$ cat src/rtl/glad_port_arbiter.sv
// Shares the single glad buffer RAM port between the DAQ stream (priority) and the host slave.
// Grant is same-cycle; host write latency 0, read data valid exactly 1 cycle after grant.
// Backpressure: st_ready / host_waitrequest; streak limit bounds host wait to MAX_STREAK cycles.
module glad_port_arbiter #(
    parameter int DEPTH      = 320,
    parameter int AW         = 9,
    parameter int MAX_STREAK = 4
) (
    input  logic          clk,
    input  logic          reset_n,
    input  logic          st_valid,
    input  logic [15:0]   st_data,
    output logic          st_ready,
    input  logic          stream_enable,
    input  logic          frame_restart,
    input  logic [AW-1:0] host_address,
    input  logic          host_read,
    input  logic          host_write,
    input  logic [1:0]    host_byteenable,
    input  logic [15:0]   host_writedata,
    output logic          host_waitrequest,
    output logic [15:0]   host_readdata,
    output logic          host_readdatavalid,
    output logic [AW-1:0] ram_address,
    output logic [1:0]    ram_byteenable,
    output logic          ram_chipselect,
    output logic          ram_write,
    output logic [15:0]   ram_writedata,
    input  logic [15:0]   ram_readdata,
    output logic [AW-1:0] wr_ptr,
    output logic [15:0]   frame_count,
    output logic          frame_done
);

    localparam int SW = $clog2(MAX_STREAK + 1);
    localparam logic [AW:0]   DEPTH_W = (AW+1)'(DEPTH);
    localparam logic [AW-1:0] LAST    = AW'(DEPTH - 1);
    localparam logic [SW-1:0] SMAX    = SW'(MAX_STREAK);

    logic [AW-1:0] wr_ptr_q, wr_ptr_d;
    logic [15:0]   frame_count_q, frame_count_d;
    logic          frame_done_q, frame_done_d;
    logic [SW-1:0] streak_q, streak_d;
    logic          rd_vld_q, rd_vld_d;
    logic          rd_ok_q, rd_ok_d;

    logic st_req, host_req, host_in_range, stream_gnt, host_gnt;

    always_comb begin
        st_req        = st_valid & stream_enable & ~frame_restart;
        host_req      = host_read | host_write;
        host_in_range = ({1'b0, host_address} < DEPTH_W);
        stream_gnt    = st_req & (~host_req | (streak_q != SMAX));
        host_gnt      = host_req & ~stream_gnt;

        st_ready         = stream_gnt;
        host_waitrequest = ~host_gnt;
        ram_address      = '0;
        ram_byteenable   = 2'b00;
        ram_chipselect   = 1'b0;
        ram_write        = 1'b0;
        ram_writedata    = 16'h0000;

        wr_ptr_d      = wr_ptr_q;
        frame_count_d = frame_count_q;
        frame_done_d  = 1'b0;
        streak_d      = streak_q;

        if (stream_gnt) begin
            ram_address    = wr_ptr_q;
            ram_byteenable = 2'b11;
            ram_chipselect = 1'b1;
            ram_write      = 1'b1;
            ram_writedata  = st_data;
            if (wr_ptr_q == LAST) begin
                wr_ptr_d      = '0;
                frame_count_d = frame_count_q + 16'd1;
                frame_done_d  = 1'b1;
            end else begin
                wr_ptr_d = wr_ptr_q + 1'b1;
            end
        end else if (host_gnt) begin
            ram_address    = host_address;
            ram_byteenable = host_byteenable;
            ram_chipselect = host_in_range;
            ram_write      = host_write & host_in_range;
            ram_writedata  = host_writedata;
        end

        // restart never coincides with a stream grant, so it cannot lose a wrap
        if (frame_restart) begin
            wr_ptr_d = '0;
        end

        if (host_gnt || !host_req) begin
            streak_d = '0;
        end else if (stream_gnt && (streak_q != SMAX)) begin
            streak_d = streak_q + 1'b1;
        end

        // write wins when both strobes are (illegally) high
        rd_vld_d = host_gnt & host_read & ~host_write;
        rd_ok_d  = rd_vld_d & host_in_range;
    end

    always_ff @(posedge clk) begin
        if (!reset_n) begin
            wr_ptr_q      <= '0;
            frame_count_q <= 16'h0000;
            frame_done_q  <= 1'b0;
            streak_q      <= '0;
            rd_vld_q      <= 1'b0;
            rd_ok_q       <= 1'b0;
        end else begin
            wr_ptr_q      <= wr_ptr_d;
            frame_count_q <= frame_count_d;
            frame_done_q  <= frame_done_d;
            streak_q      <= streak_d;
            rd_vld_q      <= rd_vld_d;
            rd_ok_q       <= rd_ok_d;
        end
    end

    assign host_readdatavalid = rd_vld_q;
    assign host_readdata      = rd_ok_q ? ram_readdata : 16'h0000;
    assign wr_ptr             = wr_ptr_q;
    assign frame_count        = frame_count_q;
    assign frame_done         = frame_done_q;

endmodule
$ cat config.mk
export PLATFORM = sky130hd
export DESIGN_NAME = glad_port_arbiter
export DESIGN_NICKNAME = d
export VERILOG_FILES = /design/src/rtl/glad_port_arbiter.sv
export SDC_FILE = /design/constraint.sdc
export NUM_CORES = 1
export LEC_CHECK = 0
export ABC_AREA = 1
export CAP_MARGIN = 20
export CORE_MARGIN = 5
export CORE_UTILIZATION = 33
export DETAILED_ROUTE_END_ITERATION = 8
export GPL_TIMING_DRIVEN = 0
export PLACE_DENSITY = 0.86
export SETUP_SLACK_MARGIN = 0.2
export SLEW_MARGIN = 20
export SYNTH_ARGS = -nofsm -noshare
export SYNTH_HDL_FRONTEND = slang
export SYNTH_SLANG_ARGS = --single-unit
$ cat constraint.sdc
create_clock -name clk -period 1.63 [get_ports clk]
set_clock_uncertainty 0.2 [all_clocks]
set_input_delay 0.326 -clock clk [delete_from_list [all_inputs] [get_ports clk]]
set_output_delay 0.326 -clock clk [all_outputs]
set_load 0.005 [all_outputs]
# --- Word-level counts from Yosys, hierarchy flattened ---
# Index checks and enable logic that the tools add are counted.
totals:
  register_bits: 31
  input_bits: 66
  out_inout_bits: 74
  wordCells: 48
op_classes:
  n_addsub: 3
  n_lt_le_gt_ge: 1
  eq_ne: 2
  muxes: 13
  n_bitwise: 16
  reduce_logical: 7
op_table:
  columns: ["cell", "n"]
  rows:
  - ["$mux W16", 3]
  - ["$mux W9", 3]
  - ["$add A16 B1 Y16 const B", 1]
  - ["$add A9 B1 Y9 const B", 1]
  - ["$eq A9 B9 Y1 const B", 1]
  - ["$lt A9 B9 Y1 const B", 1]
  - ["$and A1 B1 Y1", 8]
  - ["$not A1 Y1", 6]
  - ["$mux W1", 5]
  - ["$mux W2", 2]
  - ["$reduce_and A2 Y1", 2]
  - ["$reduce_or A2 Y1", 2]
  - ["$add A3 B1 Y3 const B", 1]
  - ["$ne A3 B3 Y1 const B", 1]
  - ["$or A1 B1 Y1", 2]
  - ["$logic_and A1 B1 Y1", 1]
  - ["$logic_not A1 Y1", 1]
  - ["$logic_or A1 B1 Y1", 1]

# --- Logic depth before layout (Yosys ltp) ---
depth:
  word_depth: 9
  depth_mapped: 11
  depth_no_buf: 11

# --- Worst setup path after synthesis ---
# OpenSTA, ideal clock, no wires.
synth_timing:
  path_kind: "flip-flop to output port"
  startpoint: "reg streak_q[0]"
  endpoint: "out ram_address[4]"
  t_arrival_ns: 1.279
  t_required_ns: 1.104
  path_slack_ns: -0.175
  stages_incl_launch_ff: 11
  path_buffers: 1
  cell_sequence: "dfxtp_1 inv_1 ha_1 nand2_1 inv_1 nand2_2 nand2_4 inv_2 buf_2 nand2_1 nand2_1"
synth_via:
  elab_chain_len: 7
synth_rtl:
  columns: ["item", "line_no", "source"]
  rows:
  - ["start, declared", "43", "logic [SW-1:0] streak_q, streak_d;"]
  - ["start signal, assigned", "118", "streak_q <= streak_d;"]
  - ["$ne A3 B3 Y1 *", "53", "stream_gnt = st_req & (~host_req | (streak_q != SMAX));"]
  - ["$or A1 B1 Y1 *", "53", null]
  - ["$and A1 B1 Y1 *", "53", null]
  - ["via st_ready", "13", "output logic st_ready,"]
  - ["$not A1 Y1", "54", "host_gnt = host_req & ~stream_gnt;"]
  - ["$and A1 B1 Y1", "54", null]
  - ["$mux W9", "82", "end else if (host_gnt) begin"]
  - ["$mux W9 *", "69", "if (stream_gnt) begin"]
  - ["end, declared", "24", "output logic [AW-1:0] ram_address,"]
# Mark *: on every way through the listed nets, which the timed path passes. The rest lies on a longest branch.

# --- Worst setup path after layout ---
layout_timing:
  startpoint: "reg streak_q[0]"
  endpoint: "out ram_address[7]"
layout_via:
  elab_chain_len: 7
layout_rtl:
  columns: ["item", "line_no"]
  rows:
  - ["$ne A3 B3 Y1 *", "53"]
  - ["$or A1 B1 Y1 *", "53"]
  - ["$and A1 B1 Y1 *", "53"]
  - ["$not A1 Y1", "54"]
  - ["$and A1 B1 Y1", "54"]
  - ["$mux W9", "82"]
  - ["$mux W9 *", "69"]
# Every way passes the cells marked *; elsewhere a longest branch is shown, timed or not.

==> flow_metrics.tcl <==
set metrics [dict create \
    die_x_um 90.6 \
    timing_worst_slew_pin_value_ns 0.513 \
    placement.cell_area_um2 3680 \
    max_cap_viol_count 0 \
    grtUsageTotal 0.257 \
    nNetsFinal 656 \
    route.antenna.remaining_nets 0 \
    clock_sinks 31 \
    outcome "finished, violations left" \
    grt_setup_unrepaired "yes" \
    finalPower_mw 2.24 \
    start_util 0.337 \
    path_clk_slew_ns 0.07 \
    timing.final.setup_violations 77 \
    netlist_area_um2 2140 \
    drc 0 \
    core_um2 6350 \
    static-leakage-power_nw 2.39 \
    postSynthNetCount 436 \
    fp-row-count 29 \
    design.portCount 140 \
    timing.max_slew.rel_slack 0.658 \
    final_min_period_over_clock_period 1.45 \
    final_design_area_no_fill_um2 5080 \
    mostFrequentLayoutCell "nand2_1" \
    drt_iter0_drc 302 \
    type_of_element_capturing_the_critical_path "primary output" \
    tritoncts "done" \
    final.min_clock_period_ns 2.36 \
    cpLargestDelayFamily "buffers and inverters" \
    synthCells 366 \
    detail_route.vias_per_cell 5.66 \
    avgSynthCellArea_um2 5.85 \
    cell_count_after_placement 582 \
    die-height_um 90.6 \
    worstPathCellList "inv_2 > ha_4 > nand2_2 > inv_2 > nand2_4 > nand2_8 > buf_12 > buf_4 > nand2_4 > o22ai_2 > buf_2" \
    most-common-layout-cells "nand2_1 (91), clkdlybuf4s50_1 (60), buf_6 (48)" \
    final_weighted_congestion_in_routability_driven_placement 0.878 \
    worstSetupPathType "reg -> out" \
    maxClockFrequency_mhz 424 \
    timing.final.ws_setup_ns -0.730 \
    synthDistinctLibCells 27 \
    synth_top_area_frac 0.290 \
    max_slew_violation_count 0 \
    layoutNonFillerInstCount 664 \
    hold_path_class "reg -> reg" \
    crit_arrival_ns 1.83 \
    die_area_um2 8200 \
    power_per_cell_area_nw_per_um2 441 \
    global_route_wire_length_before_repair_um 17300 \
    drt-total-wl_um 14600 \
    overflow 0 \
    io_buffer_count 139 \
    clock_latency_ns 0.29 \
    timing.critical_path.slowest_stage_cell "dfxtp_2" \
    timing.critical_path.fanout_max 6 \
    yosys.area.top_type "dfxtp_1" \
    grt_antenna_before_repair 0 \
    synth_top_cells_by_area "dfxtp_1 (29%), nand2_1 (22%), nand3_1 (9.6%)" \
    required_ns 1.10 \
    numCtsBuffers 5 \
    first_pass_iters 5 \
    peakVddDrop_mv 0.464 \
    clockBufferDepth 2 \
    yosys_register_bits 31 \
    timing.critical_path.from_type "register" \
    drive_gt1_frac 0.513 \
    via_count 3759 \
    yosysSeqAreaShare 0.290 \
    cts-root-buf "clkbuf_8" \
    crit_path_max_incr_delay_ns 0.34 \
    avgRoutedWirePerCell_um 21.9 \
    antenna_cells 0 \
    timing.hold.ws_ns 0.287 \
    maximum_number_of_pins_on_one_net_before_global_route_repair 11 \
    failing_checks "setup timing" \
    hpwl_um 6630 \
    n_fill_cell 316 \
    htree_num_levels 2 \
    critical_path.n_buffers_inverters 5 \
    dp_worst_setup_slack_ns -1.26 \
    grt_pass1_vias 3380 \
    timing.final.hold_violations 0 \
    syn_to_final_growth_pct 137 \
    ys.warnings.count 0 \
]
[worst reg2reg max path: cells and delay by family, from the launching register on]
kind / cells / cell delay, ns
DFF: 1 / 0.35
buffers and inverters: 8 / 0.73
adders and majority gates: 1 / 0.16
xor gates and xnor gates: 1 / 0.13
and+or+nand+nor: 5 / 0.46
[sequential cells by signal (all words and copies together) (netlist names)]
name and count:
frame_count 16, wr_ptr 9, streak_q 3, frame_done 1, host_readdatavalid 1, rd_ok_q 1
[path summary, 6_finish.rpt]
check                                      to                        start  cells past startpoint  slack (ns)
setup / recovery               ram_address[7]     streak_q[0]$_SDFFE_PP0P_                     11       -0.73
hold / removal    frame_count[1]$_SDFFE_PN0P_  frame_count[1]$_SDFFE_PN0P_                      2        0.29
setup reg to reg       wr_ptr[2]$_SDFFE_PP0P_     streak_q[0]$_SDFFE_PP0P_                     15       -0.50
hold reg to reg   frame_count[1]$_SDFFE_PN0P_  frame_count[1]$_SDFFE_PN0P_                      2        0.29
[layer usage]
metal / track usage / up-vias / wire length, µm
met5: 0 / - / 0
li1: - / 1587 / -
met3: 0.0575 / 104 / 1430
met2: 0.482 / 330 / 6980
met1: 0.276 / 1738 / 4960
met4: 0.0980 / 0 / 1190
[layout make-up]
type | count | area, µm² | area share
inverter | 50 | 201 | 0.0396
clock inverter | 2 | 35.0 | 0.00689
buffer | 11 | 151 | 0.0298
sequential | 31 | 696 | 0.137
timing repair buffer | 213 | 2010 | 0.396
clock buffer | 6 | 82.6 | 0.0162
tap | 77 | 96.3 | 0.0189
multi-input combinational | 274 | 1810 | 0.356
[report_power, final]
group          switching (mW)  internal, mW
Combinational           0.308         0.382
Clock                   0.321         0.495
Sequential            0.00297         0.734
Total                   0.632          1.61
[cells by family after synthesis]
kind of cell / after synthesis / share of synthesized area
compound gates: 28 / 0.0707
xor+xnor: 6 / 0.0245
fa+ha+maj: 4 / 0.0234
buf+inv: 61 / 0.118
flops: 31 / 0.290
simple gates: 236 / 0.474
[through the flow]
stage	setup TNS [ns]	utilization
after floorplan	-2.64	-
after global placement	-51.59	0.580
after detailed placement	-53.85	0.580
after CTS	-18.36	0.718
after global routing	-33.59	0.801
final	-28.89	0.801
[cells in the mapped netlist]
master / instances
inv_2: 2
buf_6: 1
nand3b_1: 1
xor2_1: 5
dfxtp_1: 31
nor3_1: 7
nor2_4: 4
xnor2_1: 1
nand2_2: 3
clkinv_1: 1
inv_1: 47
nor2_2: 2
o21ai_1: 1
buf_4: 4
nand4_1: 3
o22ai_1: 3
nand3_1: 41
buf_2: 1
nor2_1: 45
a21oi_1: 21
clkbuf_1: 3
ha_1: 4
nand2_4: 2
buf_1: 2
a31o_2: 2
nand2_1: 128
o21ai_0: 1
[what timing repair did]
item                       4_1_cts  5_1_grt
gates cloned                     6        0
setup buffers                   51       17
setup endpoints to repair      105       98
resized for setup              383      131
pin swaps                       22       25
hold buffers                     0        0
No activity file was read; power rests on OpenSTA's default activity.
